**src/rtl/chip8_pkg.sv**
```systemverilog
// Shared constants for the CHIP-8 PC sequencer: op codes, FSM encodings and reset address.
package chip8_pkg;

    localparam logic [2:0] OP_HOLD = 3'd0;
    localparam logic [2:0] OP_INC  = 3'd1;
    localparam logic [2:0] OP_SKIP = 3'd2;
    localparam logic [2:0] OP_JUMP = 3'd3;
    localparam logic [2:0] OP_CALL = 3'd4;
    localparam logic [2:0] OP_RET  = 3'd5;

    localparam logic [1:0] ST_IDLE     = 2'd0;
    localparam logic [1:0] ST_CALL_JMP = 2'd1;
    localparam logic [1:0] ST_RET_LD   = 2'd2;
    localparam logic [1:0] ST_FAULT    = 2'd3;

    // CHIP-8 programs are loaded at 0x200; the lower space holds the interpreter.
    localparam int unsigned PC_RESET_DEFAULT = 32'h200;

endpackage

```
**src/rtl/chip8_pc_sequencer_if.sv**
```systemverilog
// Op handshake between the core's execute/writeback FSM (master) and the PC sequencer (slave).
interface chip8_pc_sequencer_if #(
    parameter int ADDR_W = 12
);
    import chip8_pkg::*;

    logic              op_valid;
    logic              op_ready;
    logic [2:0]        op_code;
    logic [ADDR_W-1:0] jump_addr;

    modport master (output op_valid, output op_code, output jump_addr, input op_ready);
    modport slave  (input op_valid, input op_code, input jump_addr, output op_ready);

endinterface

```
**src/rtl/chip8_ret_stack.sv**
```systemverilog
// Return-address LIFO storage: one synchronous write port, one asynchronous read port.
module chip8_ret_stack #(
    parameter int DEPTH  = 16,
    parameter int DATA_W = 12,
    parameter int AW     = $clog2(DEPTH)
) (
    input  logic              clk,
    input  logic              we,
    input  logic [AW-1:0]     addr,
    input  logic [DATA_W-1:0] data,
    input  logic [AW-1:0]     raddr,
    output logic [DATA_W-1:0] rdata
);

    logic [DATA_W-1:0] mem_r [DEPTH];

    // Entry write; contents are never reset because sp alone decides validity.
    always_ff @(posedge clk) begin
        if (we) begin
            mem_r[addr] <= data;
        end
    end

    assign rdata = mem_r[raddr];

endmodule

```
**src/rtl/chip8_pc_sequencer.sv**
```systemverilog
// CHIP-8 program counter and call-stack sequencer.
// Define CHIP8_STACK_TRAP_EN to trap stack overflow/underflow into a FAULT state.
module chip8_pc_sequencer
    import chip8_pkg::*;
#(
    parameter int          ADDR_W      = 12,
    parameter int          STACK_DEPTH = 16,
    parameter int unsigned PC_RESET    = PC_RESET_DEFAULT,
    parameter int          INSTR_BYTES = 2
) (
    input  logic                               clk,
    input  logic                               rst,
    chip8_pc_sequencer_if.slave                op,
    output logic [ADDR_W-1:0]                  pc,
    output logic                               pc_upd,
    output logic [$clog2(STACK_DEPTH+1)-1:0]   sp,
    output logic                               stack_full,
    output logic                               stack_empty,
    output logic                               ovf_sticky,
    output logic                               unf_sticky
);

    localparam int                SP_W      = $clog2(STACK_DEPTH + 1);
    localparam int                AW        = $clog2(STACK_DEPTH);
    localparam logic [ADDR_W-1:0] PC_RST    = ADDR_W'(PC_RESET);
    localparam logic [ADDR_W-1:0] INC_STEP  = ADDR_W'(INSTR_BYTES);
    localparam logic [ADDR_W-1:0] SKIP_STEP = ADDR_W'(2 * INSTR_BYTES);
    localparam logic [SP_W-1:0]   SP_FULL   = SP_W'(STACK_DEPTH);
    localparam logic [SP_W-1:0]   SP_ONE    = SP_W'(32'd1);

    logic [1:0]        state_r, state_nxt_s;
    logic [ADDR_W-1:0] pc_r, pc_nxt_s;
    logic [ADDR_W-1:0] target_r, target_nxt_s;
    logic [ADDR_W-1:0] pc_inc_s, pc_skip_s, rd_data_s;
    logic [SP_W-1:0]   sp_r, sp_nxt_s;
    logic              upd_r, upd_nxt_s;
    logic              ovf_r, ovf_nxt_s;
    logic              unf_r, unf_nxt_s;
    logic              full_r, empty_r;
    logic              accept_s, we_s;

    assign pc_inc_s    = pc_r + INC_STEP;
    assign pc_skip_s   = pc_r + SKIP_STEP;
    assign op.op_ready = (state_r == ST_IDLE);
    assign accept_s    = op.op_valid && (state_r == ST_IDLE);

    // The pushed return address is the instruction after the CALL.
    chip8_ret_stack #(
        .DEPTH  (STACK_DEPTH),
        .DATA_W (ADDR_W),
        .AW     (AW)
    ) u_stack (
        .clk   (clk),
        .we    (we_s),
        .addr  (sp_r[AW-1:0]),
        .data  (pc_inc_s),
        .raddr (sp_r[AW-1:0]),
        .rdata (rd_data_s)
    );

    // Next-state, next-PC and stack-pointer decisions for the sequencer FSM.
    always_comb begin
        state_nxt_s  = state_r;
        pc_nxt_s     = pc_r;
        sp_nxt_s     = sp_r;
        target_nxt_s = target_r;
        upd_nxt_s    = 1'b0;
        ovf_nxt_s    = ovf_r;
        unf_nxt_s    = unf_r;
        we_s         = 1'b0;
        case (state_r)
            ST_IDLE: begin
                if (accept_s) begin
                    case (op.op_code)
                        OP_HOLD: upd_nxt_s = 1'b0;
                        OP_INC: begin
                            pc_nxt_s  = pc_inc_s;
                            upd_nxt_s = 1'b1;
                        end
                        OP_SKIP: begin
                            pc_nxt_s  = pc_skip_s;
                            upd_nxt_s = 1'b1;
                        end
                        OP_JUMP: begin
                            pc_nxt_s  = op.jump_addr;
                            upd_nxt_s = 1'b1;
                        end
                        OP_CALL: begin
                            if (full_r) begin
                                ovf_nxt_s = 1'b1;
`ifdef CHIP8_STACK_TRAP_EN
                                state_nxt_s = ST_FAULT;
`else
                                pc_nxt_s  = op.jump_addr;
                                upd_nxt_s = 1'b1;
`endif
                            end else begin
                                we_s         = 1'b1;
                                target_nxt_s = op.jump_addr;
                                state_nxt_s  = ST_CALL_JMP;
                            end
                        end
                        OP_RET: begin
                            if (empty_r) begin
                                unf_nxt_s = 1'b1;
`ifdef CHIP8_STACK_TRAP_EN
                                state_nxt_s = ST_FAULT;
`else
                                pc_nxt_s  = pc_inc_s;
                                upd_nxt_s = 1'b1;
`endif
                            end else begin
                                sp_nxt_s    = sp_r - SP_ONE;
                                state_nxt_s = ST_RET_LD;
                            end
                        end
                        default: upd_nxt_s = 1'b0;
                    endcase
                end else begin
                    state_nxt_s = ST_IDLE;
                end
            end
            ST_CALL_JMP: begin
                pc_nxt_s    = target_r;
                sp_nxt_s    = sp_r + SP_ONE;
                upd_nxt_s   = 1'b1;
                state_nxt_s = ST_IDLE;
            end
            ST_RET_LD: begin
                pc_nxt_s    = rd_data_s;
                upd_nxt_s   = 1'b1;
                state_nxt_s = ST_IDLE;
            end
`ifdef CHIP8_STACK_TRAP_EN
            ST_FAULT: state_nxt_s = ST_FAULT;
`endif
            default: state_nxt_s = ST_IDLE;
        endcase
    end

    // State registers; full/empty are registered from the next sp so they track sp exactly.
    always_ff @(posedge clk) begin
        if (rst) begin
            state_r  <= ST_IDLE;
            pc_r     <= PC_RST;
            sp_r     <= {SP_W{1'b0}};
            target_r <= PC_RST;
            upd_r    <= 1'b0;
            ovf_r    <= 1'b0;
            unf_r    <= 1'b0;
            full_r   <= 1'b0;
            empty_r  <= 1'b1;
        end else begin
            state_r  <= state_nxt_s;
            pc_r     <= pc_nxt_s;
            sp_r     <= sp_nxt_s;
            target_r <= target_nxt_s;
            upd_r    <= upd_nxt_s;
            ovf_r    <= ovf_nxt_s;
            unf_r    <= unf_nxt_s;
            full_r   <= (sp_nxt_s == SP_FULL);
            empty_r  <= (sp_nxt_s == {SP_W{1'b0}});
        end
    end

    assign pc          = pc_r;
    assign pc_upd      = upd_r;
    assign sp          = sp_r;
    assign stack_full  = full_r;
    assign stack_empty = empty_r;
    assign ovf_sticky  = ovf_r;
    assign unf_sticky  = unf_r;

endmodule

```
**src/flat_wrapper.sv**
```systemverilog
// flat-port wrapper written by rule: the top's interface ports become plain ports
module chip8_pc_sequencer_flat import chip8_pkg::*;
#(
    parameter int          ADDR_W      = 12,
    parameter int          STACK_DEPTH = 16,
    parameter int unsigned PC_RESET    = PC_RESET_DEFAULT,
    parameter int          INSTR_BYTES = 2
)
  (clk, rst, pc, pc_upd, sp, stack_full, stack_empty, ovf_sticky, unf_sticky, op_op_valid, op_op_code, op_jump_addr, op_op_ready);
  chip8_pc_sequencer_if #(.ADDR_W(ADDR_W)) op_i ();
  input  logic clk;
  input  logic rst;
  output logic [ADDR_W-1:0] pc;
  output logic pc_upd;
  output logic [$clog2(STACK_DEPTH+1)-1:0] sp;
  output logic stack_full;
  output logic stack_empty;
  output logic ovf_sticky;
  output logic unf_sticky;
  input wire logic [$bits(op_i.op_valid)-1:0] op_op_valid;
  input wire logic [$bits(op_i.op_code)-1:0] op_op_code;
  input wire logic [$bits(op_i.jump_addr)-1:0] op_jump_addr;
  output wire logic [$bits(op_i.op_ready)-1:0] op_op_ready;
  assign op_i.op_valid = op_op_valid;
  assign op_i.op_code = op_op_code;
  assign op_i.jump_addr = op_jump_addr;
  assign op_op_ready = op_i.op_ready;
  chip8_pc_sequencer #(.ADDR_W(ADDR_W), .STACK_DEPTH(STACK_DEPTH), .PC_RESET(PC_RESET), .INSTR_BYTES(INSTR_BYTES)) u_core (.clk(clk), .rst(rst), .op(op_i), .pc(pc), .pc_upd(pc_upd), .sp(sp), .stack_full(stack_full), .stack_empty(stack_empty), .ovf_sticky(ovf_sticky), .unf_sticky(unf_sticky));
endmodule
```
**config.mk**
```make
export PLATFORM = sky130hd
export DESIGN_NAME = chip8_pc_sequencer_flat
export DESIGN_NICKNAME = d
export VERILOG_FILES = /design/src/rtl/chip8_pkg.sv /design/src/rtl/chip8_pc_sequencer_if.sv /design/src/rtl/chip8_ret_stack.sv /design/src/rtl/chip8_pc_sequencer.sv /design/src/flat_wrapper.sv
export SDC_FILE = /design/constraint.sdc
export NUM_CORES = 1
export LEC_CHECK = 0
export ABC_AREA = 1
export CAP_MARGIN = 20
export CORE_MARGIN = 5
export CORE_UTILIZATION = 25
export DETAILED_ROUTE_END_ITERATION = 16
export SKIP_LAST_GASP = 1
export SLEW_MARGIN = 20
export SYNTH_ARGS = -nofsm -noshare
export SYNTH_HDL_FRONTEND = slang
export SYNTH_SLANG_ARGS = --single-unit
```
**constraint.sdc**
```tcl
create_clock -name clk -period 2.9 [get_ports clk]
set_input_delay 0.87 -clock clk [delete_from_list [all_inputs] [get_ports clk]]
set_output_delay 0.87 -clock clk [all_outputs]
set_load 0.1 [all_outputs]
```
-- Word-level counts from Yosys, hierarchy flattened
Memory sizes are Yosys's and may differ from the RTL's. A register that Yosys moved wholly into a read port is not among the register bits.
Cells that the tools add are included.
W data, S select, Z words.
- bits in registers: 36
- RAM bits: 192
- input port bits: 18
- output and inout bits: 23
- word-level logic and storage cells: 68
- memories: 1
- $add $sub $neg: 4
- equality and inequality tests: 14
- multiplexer cells: 24
- bitwise logic cells: 3
- reduce and logical (&&, ||, !) cells: 13
- memories (memory ; depth ; width ; rd ports ; clocked after memory_dff ; write ports ; line ; RTL):
    u_core.u_stack.mem_r ; 16 ; 12 ; 1 ; 1 ; 1 ; chip8_ret_stack.sv:15 ; logic [DATA_W-1:0] mem_r [DEPTH];
- operator list (kind ; count):
    $pmux W12 S5 ; 1
    $mux W12 ; 3
    $pmux W12 S3 ; 1
    $mux W5 ; 3
    $add A12 B2 Y12 const B ; 1
    $add A12 B3 Y12 const B ; 1
    $reduce_and A4 Y1 ; 3
    $pmux W5 S2 ; 1
    $mux W1 ; 9
    $eq A3 B2 Y1 const B ; 2
    $eq A3 B3 Y1 const B ; 2
    $ne A3 B2 Y1 const B ; 2
    $ne A6 B1 Y1 const B ; 1
    $reduce_or A3 Y1 ; 2
    $add A5 B1 Y5 const B ; 1
    $eq A5 B5 Y1 const B ; 1
    $logic_not A5 Y1 ; 1
    $reduce_and A5 Y1 ; 1
    $sub A5 B1 Y5 const B ; 1
    $mux W2 ; 2
    $mux W4 ; 1
    $ne A2 B2 Y1 const B ; 2
    $pmux W2 S2 ; 1
    $eq A3 B1 Y1 const B ; 1
    12 further kinds ; 14

-- Logic depth before layout (Yosys ltp)
Gate-level depths: netlist of run 1.
- word-level depth: 6
- depth in mapped cells: 14
- depth with buffers taken out: 13

-- Hierarchy
Synthesis of run 1 repeated with hierarchy kept, for this count alone.
- cells, all modules: 1179
- area, all modules: 10809.1 um^2
- modules (own cells, without submodules) (module ; instances ; cells an instance ; area an instance (um^2) ; seq. area each (um^2)):
    chip8_ret_stack ; 1 ; 801 ; 8321.7 ; 5765.5
    chip8_pc_sequencer ; 1 ; 378 ; 2487.4 ; 720.7

-- Worst setup path after synthesis of run 1
OpenSTA, ideal clock, no wires.
- path type: flip-flop to flip-flop
- start point: reg u_core.state_r[0]
- end point: mem u_core.u_stack.mem_r[3][0], enable pin
- setup time: 380 ps
- arrival time: 2635 ps
- data required time: 2520 ps
- slack: -116 ps
- cell stages (with the launch flop): 9
- path buffers: 2
- clock period less this slack: 3016 ps
- path through: dfxtp_1 -> inv_1 -> ha_1 -> buf_2 -> nand2_1 -> nor2_4 -> buf_4 -> nand2_1 -> nor2_1
- longest elaborated chain between the ends: 6
- ends and longest elaborated chain (element ; line ; RTL):
    from (decl) ; chip8_pc_sequencer.sv:31 ; logic [1:0] state_r, state_nxt_s;
    from (signal assigned) ; chip8_pc_sequencer.sv:154 ; state_r <= state_nxt_s;
    $logic_not A2 Y1 (*) ; n/a ;
    via op_op_ready ; flat_wrapper.sv:23 ; output wire logic [$bits(op_i.op_ready)-1:0] op_op_ready;
    $logic_and A1 B1 Y1 ; chip8_pc_sequencer.sv:45 ; assign accept_s = op.op_valid && (state_r == ST_IDLE);
    $mux W1 ; chip8_pc_sequencer.sv:73 ; if (accept_s) begin
    $mux W1 (*) ; chip8_pc_sequencer.sv:71 ; case (state_r)
    $mux W1 (*) ; chip8_ret_stack.sv:19 ; if (we) begin
    $mux W1 (implied by the code) (*) ; chip8_ret_stack.sv:20 ; mem_r[addr] <= data;
    to (decl) ; chip8_ret_stack.sv:15 ;
Mark *: on every way through the listed nets, which the timed path passes. The rest lies on a longest branch.

-- Worst setup path after layout of run 1
- start point: reg u_core.state_r[1]
- end point: out op_op_ready
- longest elaborated chain between the ends: 1
- ends and longest elaborated chain (element ; line ; RTL):
    $logic_not A2 Y1 ; chip8_pc_sequencer.sv:44 ; assign op.op_ready = (state_r == ST_IDLE);
    to (decl) ; flat_wrapper.sv:23 ;
Every way passes these cells.

==> impl_metrics.env, run 1 <==
export IMPL_boundaryPins=41
export IMPL_start_kind="flip-flop"
export IMPL_drc=0
export IMPL_grt_max_degree=102
export IMPL_maxSlewHeadroom=0.497
export IMPL_syn_cell_area_um2=10700
export IMPL_vias_per_cell=4.41
export IMPL_routedWlPerCell_um=15.6
export IMPL_reg2reg_to="u_core.u_stack.mem_r[6][7]$_DFFE_PP_"
export IMPL_cts_buffer_depth=3
export IMPL_ys_ff_latch=228
export IMPL_synth_edf_count=192
export IMPL_core_area_um2=42800
export IMPL_start_util=0.251
export IMPL_worstRegToRegCells=5
export IMPL_dp_final_hpwl_um=18900
export IMPL_crit_fanout=9
export IMPL_finalWirelength_um=28900
export IMPL_hold_violations=0
export IMPL_yosysSeqAreaShare=0.604
export IMPL_syn_num_nets=1245
export IMPL_drv_cap=0
export IMPL_antenna_violating_nets_post_route=0
export IMPL_finalMaxSlewViolations=0
export IMPL_grt_antenna_before_repair=0
export IMPL_cts_root_buffer="clkbuf_16"
export IMPL_synth_main_ff_cell="edfxtp_1"
export IMPL_finalClockSkew_ns=0.0139
export IMPL_synth_commonest_cells="466 x nand2_1, 192 x edfxtp_1, 160 x inv_1, 85 x nand3_1, 85 x nor2_1"
export IMPL_worstSetupEndpointType="output port"
export IMPL_path_class="reg2out"
export IMPL_hold_buffers=0
export IMPL_drive_gt1_frac=0.107
export IMPL_yosys_cell_types_count=36
export IMPL_gp_congestion=0.838
export IMPL_p_per_area_nw_per_um2=587
export IMPL_dieHeight_um=217
export IMPL_ir_drop_v=0.000376
export IMPL_postCtsSetupBuffers=0
export IMPL_path_clk_slew_ns=0.06
export IMPL_synth_most_common_cell="nand2_1"
export IMPL_firstDrtPassIters=5
export IMPL_finalPower_w=0.00751
export IMPL_worstHoldStart="u_core.unf_sticky$_SDFFE_PP0P_"
export IMPL_setup_tns_final_ns=0
export IMPL_synth_top_area_share=0.537
export IMPL_r2r_start="u_core.pc[2]$_SDFFE_PP0P_"
export IMPL_yosys_warnings=0
export IMPL_die_x_um=217
export IMPL_portBuffers=40
export IMPL_status="finished clean"
export IMPL_rows=76
export IMPL_min_period_over_period=0.852
export IMPL_grt_overflow_total=0
export IMPL_syn_inst=1216
export IMPL_clk_latency_ns=0.52
export IMPL_finalCriticalPeriod_ns=2.47
export IMPL_rsz0062_at_grt="false"
export IMPL_crit_required_ns=2.03
export IMPL_grt_pass1_wl_um=45000
export IMPL_h_tree_depth=1
export IMPL_numCtsBuffers=25
export IMPL_cts_resized_gates=0
export IMPL_async_reset_ff_frac=0
export IMPL_synth_top_cells_by_area="edfxtp_1 54%, nand2_1 16%, dfxtp_1 6.7%"
export IMPL_setup_violations=0
export IMPL_worstPathArrival_ns=1.60
export IMPL_min_to="u_core.unf_sticky$_SDFFE_PP0P_"
export IMPL_r2r_setup_slack_ns=0.69
export IMPL_area_delta_synth_final_pct=19.2
export IMPL_diodes=0
export IMPL_grtUsageTotal=0.120
export IMPL_drt_iter0_drc=785
export IMPL_worstHoldPathCells=2
export IMPL_syn_area_per_cell_um2=8.84
export IMPL_grt_pass1_vias=7915
export IMPL_dp_slack_ns=0.0342
export IMPL_fmax_mhz=405
export IMPL_vias=8146
export IMPL_tritoncts="yes"
export IMPL_die_area_um2=47200
export IMPL_p_leak_nw=5.55
export IMPL_setup_ws_ns=0.430
export IMPL_tightest_slew_ns=0.755
export IMPL_synth_area_leader_cell="edfxtp_1"
export IMPL_clock_sinks=228
export IMPL_hp_class="reg2reg"
export IMPL_fin_nets=1310
metrics by stage:
step	util	area (um^2)	cells	hold WS, ns
6_report	0.299	12800	1846	0.461
2_1_floorplan	-	10700	1216	0.429
5_1_grt	0.299	12800	1846	0.489
4_1_cts	0.299	12800	1846	0.459
3_5_place_dp	0.280	12000	1800	0.443
3_3_place_gp	0.280	12000	1800	0.438
kinds of logic (layout without fill, tap and decap cells):
kind of cell / count (synthesis) / count (layout) / share of synthesized area
buffers and inverters: 216 / 300 / 0.0816
XOR/XNOR: 6 / 6 / 0.00489
AO/OA/AOI/OAI: 99 / 99 / 0.0510
AND/OR/NAND/NOR: 656 / 656 / 0.246
adder cells (fa/ha/maj): 11 / 11 / 0.0128
flip-flops: 228 / 228 / 0.604
metal layers:
layer	routed length, um	vias to the layer above	global-route usage	share of wire
li1	-	4002	-	-
met1	12900	3847	0.165	0.45
met2	13600	243	0.198	0.47
met3	1540	54	0.0175	0.053
met4	777	0	0.0352	0.027
met5	0	-	0	0
worst max-delay path, cell delays in order (launching register included):
cell and delay [ns]:
dfxtp_1 0.34, inv_1 0.09, ha_2 0.31, buf_4 0.33
cells in the final DEF (no fill, tap or decap), types with 6 or more instances in the layout:
cell type          n
ha_1              10
inv_1            160
buf_4             66
buf_12             6
clkinv_1           6
nand2_1          466
clkdlybuf4s50_1   17
o21ai_0           44
nor2_1            85
dfxtp_1           34
clkbuf_16         25
nand3_1           85
edfxtp_1         192
a21oi_1           34
a21oi_2            9
flip-flops by register name, summed over array words and instances, names as in the netlist:
name                  cells
u_core.stack_full         1
u_core.stack_empty        1
u_core.unf_sticky         1
u_core.pc                12
u_core.ovf_sticky         1
u_core.state_r            2
u_core.pc_upd             1
u_core.target_r          12
u_core.u_stack.mem_r    192
u_core.sp                 5
layout make-up:
type                            count  area [um^2]
Clock buffer                       26          629
Clock inverter                     20          213
Fill cell                        4487        30000
Inverter                          165          619
Multi-Input combinational cell    772         3380
Sequential cell                   228         6490
Tap cell                          546          683
Timing Repair Buffer               89          786
power breakdown:
group	internal, W	switching [W]	total, W
Sequential	0.00359	0.0000271	0.00361
Combinational	0.000179	0.000473	0.000652
Clock	0.00194	0.00131	0.00325
worst max path at each step:
stage | slack, ns | to | start
after floorplan | 0.14 | u_core.u_stack.mem_r[10][0]$_DFFE_PP_ | u_core.sp[3]$_SDFF_PP0_
after global placement | 0.02 | u_core.u_stack.mem_r[10][4]$_DFFE_PP_ | op_op_code[0]
after detailed placement | 0.03 | u_core.u_stack.mem_r[11][4]$_DFFE_PP_ | op_op_code[0]
after CTS | 0.43 | op_op_ready | u_core.state_r[0]$_SDFFE_PP0P_
after global routing | 0.36 | op_op_ready | u_core.state_r[0]$_SDFFE_PP0P_
final | 0.43 | op_op_ready | u_core.state_r[1]$_SDFFE_PP0P_
No activity file was read; power rests on OpenSTA's default activity.
==> run 2, diff against run 1 <==
RECOVER_POWER = 25   (was default)
clock period = 2.52 ns   (was 2.9 ns; I/O delays follow)
==> impl_metrics.env, run 2 (same netlist as run 1, synthesis figures left out) <==
export IMPL_placed_cell_area_um2=12200
export IMPL_status="finished clean"
export IMPL_worstPathArrival_ns=1.54
export IMPL_setup_violations=0
export IMPL_rows=76
export IMPL_routedWlPerCell_um=15.6
export IMPL_finalWirelength_um=29100
export IMPL_boundaryPins=41
export IMPL_dieHeight_um=217
export IMPL_worstHoldPathCells=2
export IMPL_gp_congestion=0.834
export IMPL_finalCriticalPeriod_ns=2.29
export IMPL_setup_ws_ns=0.225
export IMPL_grt_util_met2=0.202
export IMPL_core_area_um2=42800
export IMPL_final_cells=1865
export IMPL_finalClockSkew_ns=0.0146
export IMPL_postCtsSetupBuffers=0
export IMPL_worstRegToRegCells=11
export IMPL_grt_busiest_layer="met2"
export IMPL_hp_class="reg2reg"
export IMPL_cp_num_cells=3
export IMPL_fin_nets=1329
export IMPL_largest_reg_flops=192
export IMPL_p_leak_nw=5.63
export IMPL_crit_required_ns=1.76
export IMPL_clk_latency_ns=0.53
export IMPL_h_tree_depth=1
export IMPL_final_common_cell="nand2_1"
export IMPL_start_kind="flip-flop"
export IMPL_min_period_over_period=0.911
export IMPL_p_per_area_nw_per_um2=660
export IMPL_drt_iter0_drc=717
export IMPL_dp_cells=1819
export IMPL_area_delta_synth_final_pct=20.7
export IMPL_grtUsageTotal=0.119
export IMPL_start_util=0.251
export IMPL_crit_path_max_incr_delay_ns=0.35
export IMPL_hold_violations=0
export IMPL_dp_slack_ns=-0.266
export IMPL_tritoncts="yes"
export IMPL_grt_pass1_vias=7831
export IMPL_vias_per_cell=4.40
export IMPL_use_met1=0.162
export IMPL_grt_pass1_wl_um=44300
export IMPL_vias=8213
export IMPL_maxSlewHeadroom=0.276
export IMPL_numCtsBuffers=25
export IMPL_worstPathCellList="inv_1 > ha_2 > buf_12"
export IMPL_path_clk_slew_ns=0.06
export IMPL_tightest_slew_ns=1.09
export IMPL_rsz0062_at_grt="false"
export IMPL_ir_drop_v=0.000452
export IMPL_antenna_violating_nets_post_route=0
export IMPL_cp_top_family="adder cells"
export IMPL_final_area_um2=13000
export IMPL_grt_overflow_total=0
export IMPL_path_class="reg2out"
export IMPL_grtUsageMet3=0.0152
export IMPL_grt_max_degree=74
export IMPL_drv_cap=0
export IMPL_fmax_mhz=436
export IMPL_clock_sinks=228
export IMPL_worstSetupEndpointType="output port"
export IMPL_crit_path_top_delay_cell="ha_2"
export IMPL_cts_resized_gates=0
export IMPL_drive_gt1_frac=0.115
export IMPL_crit_fanout=9
export IMPL_grt_antenna_before_repair=0
export IMPL_die_x_um=217
export IMPL_top_register="u_core.u_stack.mem_r"
export IMPL_drc=0
export IMPL_hold_buffers=0
export IMPL_firstDrtPassIters=5
export IMPL_fill_cells=4490
export IMPL_diodes=0
export IMPL_portBuffers=40
export IMPL_cts_root_buffer="clkbuf_16"
export IMPL_cts_buffer_depth=3
export IMPL_die_area_um2=47200
export IMPL_mostFrequentLayoutCells="466 x nand2_1, 192 x edfxtp_1, 160 x inv_1, 85 x nor2_1, 85 x nand3_1"
export IMPL_crit_buf_inv=2
export IMPL_dp_final_hpwl_um=19700
export IMPL_finalMaxSlewViolations=0
run 2: area by class of cell:
| class | count | area (um^2) | share of cell area |
|---|---|---|---|
| clock buffer | 32 | 693 | 0.0534 |
| inverter | 165 | 619 | 0.0477 |
| clock inverter | 14 | 133 | 0.0102 |
| sequential | 228 | 6500 | 0.501 |
| tap | 546 | 683 | 0.0527 |
| multi-input combinational | 772 | 3380 | 0.261 |
| timing repair buffer | 108 | 962 | 0.0742 |
run 2: tightest hold or removal path, stage by stage (launching register included):
cell	delay, ns
dfxtp_1	0.33
nand2_1	0.05
o21ai_0	0.05
run 2: power breakdown:
group	total, W	internal [W]	switching [W]
logic	0.000765	0.000223	0.000542
registers	0.00416	0.00413	0.0000320
clock network	0.00364	0.00215	0.00149
run 2: metal layers:
metal / share of wire / vias up
li1: - / 4045
met5: 0 / -
met1: 0.44 / 3923
met4: 0.020 / 0
met3: 0.057 / 36
met2: 0.48 / 209
run 2: worst paths after layout:
check	startpoint	end	slack [ns]
max	u_core.state_r[0]$_SDFFE_PP0P_	op_op_ready	0.23
max reg2reg	u_core.sp[0]$_SDFF_PP0_	u_core.pc[8]$_SDFFE_PP0P_	0.33
min	u_core.ovf_sticky$_SDFFE_PP0P_	u_core.ovf_sticky$_SDFFE_PP0P_	0.47
min reg2reg	u_core.ovf_sticky$_SDFFE_PP0P_	u_core.ovf_sticky$_SDFFE_PP0P_	0.47
run 2: metrics by stage:
stage / util / power (W) / setup TNS, ns / hold slack (ns)
floorplan: - / 0.00471 / -32.90 / 0.429
detailed placement: 0.285 / 0.00501 / -39.44 / 0.456
global route: 0.303 / 0.00886 / 0 / 0.491
global placement: 0.285 / 0.00500 / -38.37 / 0.440
finish: 0.303 / 0.00857 / 0 / 0.466
CTS: 0.304 / 0.00863 / 0 / 0.472
